## config.mk

```make
export PLATFORM = sky130hd
export DESIGN_NAME = jtag_tap_bscan
export DESIGN_NICKNAME = d
export VERILOG_FILES = /design/src/rtl/jtag_pkg.sv /design/src/rtl/jtag_bsr_cell.sv /design/src/rtl/jtag_tap_bscan.sv
export SDC_FILE = /design/constraint.sdc
export NUM_CORES = 1
export LEC_CHECK = 0
export CAP_MARGIN = 30
export CORE_MARGIN = 2
export CORE_UTILIZATION = 52
export CTS_CLUSTER_DIAMETER = 60
export CTS_CLUSTER_SIZE = 30
export DETAILED_ROUTE_END_ITERATION = 10
export PLACE_DENSITY = 0.9
export REMOVE_ABC_BUFFERS = 1
export SLEW_MARGIN = 20
export SYNTH_ARGS = -nofsm -noshare
export SYNTH_HDL_FRONTEND = slang
export SYNTH_SLANG_ARGS = --single-unit
```

## constraint.sdc

```tcl
create_clock -name TCLK -period 2 [get_ports TCLK]
set_input_delay 0.3 -clock TCLK [delete_from_list [all_inputs] [get_ports TCLK]]
set_output_delay 0.3 -clock TCLK [all_outputs]
set_load 0.01 [all_outputs]
```

## src/rtl/jtag_pkg.sv

```systemverilog
// Shared TAP definitions: controller state encoding, instruction codes and IR capture pattern.
package jtag_pkg;

  typedef enum logic [3:0] {
    EX2_DR = 4'h0,
    EX1_DR = 4'h1,
    SH_DR  = 4'h2,
    PAU_DR = 4'h3,
    SEL_IR = 4'h4,
    UPD_DR = 4'h5,
    CAP_DR = 4'h6,
    SEL_DR = 4'h7,
    EX2_IR = 4'h8,
    EX1_IR = 4'h9,
    SH_IR  = 4'hA,
    PAU_IR = 4'hB,
    RTI    = 4'hC,
    UPD_IR = 4'hD,
    CAP_IR = 4'hE,
    TLR    = 4'hF
  } tap_state_t;

  localparam int unsigned INSTR_EXTEST = 0;
  localparam int unsigned INSTR_SAMPLE = 1;
  localparam int unsigned INSTR_IDCODE = 2;

  localparam logic [1:0] IR_CAPTURE = 2'b01;

endpackage

```

## src/rtl/jtag_bsr_cell.sv

```systemverilog
// One boundary-scan cell: capture/shift flop, update flop and functional/test output mux.
module jtag_bsr_cell (
  input  logic clk,
  input  logic rst_n,
  input  logic capture,
  input  logic shift,
  input  logic update,
  input  logic mode,
  input  logic si,
  input  logic func_in,
  output logic so,
  output logic out
);

  logic sh_q;
  logic upd_q;

  always_ff @(posedge clk or negedge rst_n) begin
    if (!rst_n) begin
      sh_q  <= 1'b0;
      upd_q <= 1'b0;
    end else begin
      if (capture)     sh_q <= func_in;
      else if (shift)  sh_q <= si;
      if (update)      upd_q <= sh_q;
    end
  end

  assign so  = sh_q;
  assign out = mode ? upd_q : func_in;

endmodule

```

## src/rtl/jtag_tap_bscan.sv

```systemverilog
// 1149.1-style TAP with IR, BYPASS, SAMPLE/PRELOAD, EXTEST and a parametrised boundary-scan chain.
// Define JTAG_IDCODE_EN to add the 32-bit IDCODE register and make IDCODE the reset instruction.
module jtag_tap_bscan
  import jtag_pkg::*;
#(
  parameter int unsigned IR_W       = 2,
  parameter int unsigned BSR_LEN    = 36,
  parameter logic [31:0] IDCODE_VAL = 32'h0000_0001
) (
  input  logic               TCLK,
  input  logic               TRST,
  input  logic               TMS,
  input  logic               TDI,
  output logic               TDO,
  output logic               TDO_EN,
  input  logic [BSR_LEN-1:0] func_in,
  output logic [BSR_LEN-1:0] bsr_out,
  output tap_state_t         tap_state,
  output logic [IR_W-1:0]    ir_q
);

  if (IR_W < 2 || !IDCODE_VAL[0]) begin : g_param_check
    $error("jtag_tap_bscan: IR_W must be >= 2 and IDCODE_VAL[0] must be 1");
  end

`ifdef JTAG_IDCODE_EN
  localparam logic [IR_W-1:0] RESET_IR = IR_W'(INSTR_IDCODE);
`else
  localparam logic [IR_W-1:0] RESET_IR = '1;
`endif

  tap_state_t state_q, state_d;

  always_ff @(posedge TCLK or negedge TRST) begin
    if (!TRST) state_q <= TLR;
    else       state_q <= state_d;
  end

  always_comb begin
    state_d = state_q;
    unique case (state_q)
      TLR:    state_d = TMS ? TLR    : RTI;
      RTI:    state_d = TMS ? SEL_DR : RTI;
      SEL_DR: state_d = TMS ? SEL_IR : CAP_DR;
      CAP_DR: state_d = TMS ? EX1_DR : SH_DR;
      SH_DR:  state_d = TMS ? EX1_DR : SH_DR;
      EX1_DR: state_d = TMS ? UPD_DR : PAU_DR;
      PAU_DR: state_d = TMS ? EX2_DR : PAU_DR;
      EX2_DR: state_d = TMS ? UPD_DR : SH_DR;
      UPD_DR: state_d = TMS ? SEL_DR : RTI;
      SEL_IR: state_d = TMS ? TLR    : CAP_IR;
      CAP_IR: state_d = TMS ? EX1_IR : SH_IR;
      SH_IR:  state_d = TMS ? EX1_IR : SH_IR;
      EX1_IR: state_d = TMS ? UPD_IR : PAU_IR;
      PAU_IR: state_d = TMS ? EX2_IR : PAU_IR;
      EX2_IR: state_d = TMS ? UPD_IR : SH_IR;
      UPD_IR: state_d = TMS ? SEL_DR : RTI;
      default: state_d = TLR;
    endcase
  end

  logic [IR_W-1:0] ir_sh_q;

  always_ff @(posedge TCLK or negedge TRST) begin
    if (!TRST) begin
      ir_sh_q <= '0;
      ir_q    <= RESET_IR;
    end else begin
      case (state_q)
        TLR:     ir_q    <= RESET_IR;
        CAP_IR:  ir_sh_q <= IR_W'(IR_CAPTURE);
        SH_IR:   ir_sh_q <= {TDI, ir_sh_q[IR_W-1:1]};
        UPD_IR:  ir_q    <= ir_sh_q;
        default: ;
      endcase
    end
  end

  logic extest, sel_bsr, sel_idcode, sel_bypass;

  always_comb begin
    extest     = (ir_q == IR_W'(INSTR_EXTEST));
    sel_bsr    = extest || (ir_q == IR_W'(INSTR_SAMPLE));
`ifdef JTAG_IDCODE_EN
    sel_idcode = (ir_q == IR_W'(INSTR_IDCODE));
`else
    sel_idcode = 1'b0;
`endif
    sel_bypass = !sel_bsr && !sel_idcode;
  end

  logic bypass_q;

  always_ff @(posedge TCLK or negedge TRST) begin
    if (!TRST)                                  bypass_q <= 1'b0;
    else if (sel_bypass && state_q == CAP_DR)   bypass_q <= 1'b0;
    else if (sel_bypass && state_q == SH_DR)    bypass_q <= TDI;
  end

`ifdef JTAG_IDCODE_EN
  logic [31:0] idcode_q;

  always_ff @(posedge TCLK or negedge TRST) begin
    if (!TRST)                                  idcode_q <= '0;
    else if (sel_idcode && state_q == CAP_DR)   idcode_q <= IDCODE_VAL;
    else if (sel_idcode && state_q == SH_DR)    idcode_q <= {TDI, idcode_q[31:1]};
  end
`endif

  // chain[BSR_LEN] is the TDI end, chain[0] feeds TDO.
  logic [BSR_LEN:0] chain;
  logic             bsr_cap, bsr_sh, bsr_upd;

  assign chain[BSR_LEN] = TDI;
  assign bsr_cap = sel_bsr && (state_q == CAP_DR);
  assign bsr_sh  = sel_bsr && (state_q == SH_DR);
  assign bsr_upd = sel_bsr && (state_q == UPD_DR);

  for (genvar i = 0; i < BSR_LEN; i++) begin : g_cell
    jtag_bsr_cell u_cell (
      .clk     (TCLK),
      .rst_n   (TRST),
      .capture (bsr_cap),
      .shift   (bsr_sh),
      .update  (bsr_upd),
      .mode    (extest),
      .si      (chain[i+1]),
      .func_in (func_in[i]),
      .so      (chain[i]),
      .out     (bsr_out[i])
    );
  end

  always_comb begin
    TDO    = 1'b0;
    TDO_EN = 1'b0;
    if (state_q == SH_IR) begin
      TDO    = ir_sh_q[0];
      TDO_EN = 1'b1;
    end else if (state_q == SH_DR) begin
      TDO_EN = 1'b1;
      if (sel_bsr) TDO = chain[0];
`ifdef JTAG_IDCODE_EN
      else if (sel_idcode) TDO = idcode_q[0];
`endif
      else TDO = bypass_q;
    end
  end

  assign tap_state = state_q;

endmodule
```

==> results by group <==
Die
  • Starting Density: 0.538
  • Die Ht: between 90 and 100 um
  • Core Box Area: just under 8000 sq um
  • Die area: 8780 sq um
  • Std-Cell Rows: 32
  • Die width: 93.7 um
  • I/O Pins: 84

Route
  • Antenna Violating Nets Remaining: 0
  • Vias: 2756
  • Final wirelength: roughly 8.4 mm
  • Drt wl/cell: 16.4 um
  • Pre-antenna DRT Iters: 4
  • DRC Markers: 0
  • Iteration-0 DRC Markers: 95
  • Vias per inst: around 5.4

Placed design
  • Post-DP HPWL: ~5.7 mm
  • DP Area: between 4000 and 5000 sq um
  • Pre-CTS WS: roughly 0.13 ns
  • Inst Count DP: 497
  • Final GP Congestion: between 0.7 and 0.8
  • Port bufs: 83

Logic synthesis
  • Synthesis warning total: 0
  • Async set-reset flop share out of synthesis: 1.00
  • Avg Inst Size Synth: approximately 12 sq um
  • Yosys top cell area share: 0.449
  • Yosys reg bits: a little over 80
  • Synth top area cells: dfrtp_1 (45%), mux2_2 (12%), mux2i_1 (8.6%)
  • Largest area contributor in the netlist: dfrtp_1
  • EDFF count, synth: 0
  • Syn Inst Count: 359
  • Sequential cell area fraction in the yosys report: 0.487
  • Top post-synthesis cells by count: dfrtp_1 (75), mux2_2 (44), nor2_1 (41)
  • Primary FF master, synth: dfrtp_1
  • Mapped Area: 4180 sq um
  • Netlist cell types: 30
  • Most common cell in the netlist: dfrtp_1

STA
  • Max Slew Vio Count: 0
  • Total negative slack: 0 ns
  • Worst slew pin tran: roughly 0.5 ns
  • Final hold violation count: 0
  • Slew headroom: 0.671
  • Final min period: about 2.0 ns
  • Clock skew after layout: ~0.007 ns
  • Final setup fails: 0
  • Max Fclk: between 500 and 600 MHz
  • Final cycle utilization of the critical path: 0.978
  • RSZ-0062 raised after global routing: false
  • Setup ws final: approximately 0.043 ns

Clocking
  • Reg clk slew, reported paths: roughly 0.070 ns
  • CTS Sinks: 81
  • Clk root buf: clkbuf_8
  • CTS H-tree lvls: 3
  • Clock Latency Late Sink: about 0.35 ns
  • CTS tree: done
  • Worst-case clock buffer depth: 2
  • CTS buffer count: 9

Setup path
  • CP required: about 1.7 ns
  • CP Capture Type: output port
  • Crit path launch type: flip-flop
  • Critical path data arrival time: ~1.7 ns
  • Crit Path Max Fanout: 10
  • Kind of critical path: flip-flop to output port

Final layout
  • Fin nets: between 400 and 500
  • Final core occ: 0.632
  • # fillers: between 600 and 700
  • Fin cells: about 520
  • Fin area: around 4900 sq um
  • ANT cells: 0
  • P&R area growth vs syn: 17.5%
  • Layout cell share with drive strength beyond 1: 0.293

Pwr
  • P_leak: roughly 2.2 nW
  • Peak VDD IR: between 600 and 700 uV
  • Power Density: between 1500 and 2000 nW/um^2

Status
  • Outcome: finished clean

Global routing
  • First-pass GRT wire length: approximately 14 mm
  • Vias in the first global route: 2730
  • Aggregate global-route resource usage: 0.202
  • Gr ovfl total: 0
  • Initial antenna violation count: 0
  • Largest net degree at the start of global routing: 73

Hold path
  • Min-delay worst type: primary input to asynchronous set/reset pin

Flow run
  • Max Cap Viol: 0
area by class of cell:
cell class              count  area (sq um)  area share
clock buffers               9           124      0.0252
inverters                   3          11.3     0.00229
well taps                 102           128      0.0260
multi-input cells         217          1750       0.355
clock inverters             5          25.0     0.00509
flip-flops and latches     81          2030       0.414
repair buffers             98           845       0.172
through the flow:
stage / total power [mW] / hold WS [ns]
2_1_floorplan: 5.11 / 0.00441
3_3_place_gp: 6.63 / 0.293
3_5_place_dp: 6.83 / 0.298
4_1_cts: 7.63 / 0.474
5_1_grt: 8.06 / 0.512
6_report: 7.51 / 0.459
cells by family after synthesis:
family	Yosys count	synth area share
AOI/OAI and AO/OA	50	0.0637
buffers and inverters	61	0.100
and+or+nand+nor	57	0.0640
DFF	81	0.487
muxes	110	0.285
cells in the final DEF (no fill, tap or decap), types with 2 or more instances in the layout:
cell type and instances:
buf_12 4, clkdlybuf4s50_1 43, mux2i_1 36, o21ai_0 5, a21oi_1 38, clkinv_2 5, inv_1 3, nand2_1 6
mux2_2 43, buf_4 9, clkbuf_8 9, buf_2 36, dfrtp_1 75, mux2_1 30, dfstp_2 6, nor2_1 41
buf_6 2
worst max-delay path: stages, from the launching register on:
cell     delay, ns
dfstp_2       0.56
nor2_4        0.05
buf_4         0.13
buf_12        0.14
mux2_2        0.28
buf_2         0.14
worst paths after layout:
kind,endpoint,cells past startpoint,startpoint,slack [ns]
worst max-delay path,bsr_out[30],5,ir_q[1],0.04
worst min-delay path,g_cell[4].u_cell.upd_q,2,TRST,0.46
worst max register to register,g_cell[23].u_cell.upd_q,6,ir_q[1],0.27
worst min register to register,g_cell[3].u_cell.upd_q,1,g_cell[3].u_cell.upd_q,0.49
max in group asynchronous,g_cell[14].u_cell.upd_q,3,TRST,0.94
min in group TCLK,g_cell[3].u_cell.upd_q,1,g_cell[3].u_cell.upd_q,0.49
layer usage:
layer	share of wire	track usage
met5	0	0
met1	0.46	0.276
met4	0.012	0.0773
met3	0.035	0.0273
met2	0.50	0.329
what timing repair did:
| action | in CTS | in global routing |
|---|---|---|
| hold buffers | 1 | 0 |
| gates resized for setup | 152 | 2 |
| cloned | 1 | 0 |
| hold endpoints to repair | 30 | 0 |
| buffers inserted | 3 | 0 |
| endpoints found under the setup margin | 37 | 4 |
| pin swaps | 2 | 0 |
report_power, final:
group | switching [mW] | internal [mW] | total (mW)
Sequential | 0.530 | 2.45 | 2.98
Combinational | 1.65 | 1.91 | 3.55
Clock | 0.554 | 0.426 | 0.980
Total | 2.73 | 4.78 | 7.51
state kept, by name (all words and copies together), names as in the netlist:
name                 cells
bypass_q                 1
g_cell.u_cell.so        36
tap_state                4
g_cell.u_cell.upd_q     36
ir_q                     2
ir_sh_q                  2
Note: power is estimated with default switching activity, not from simulation.
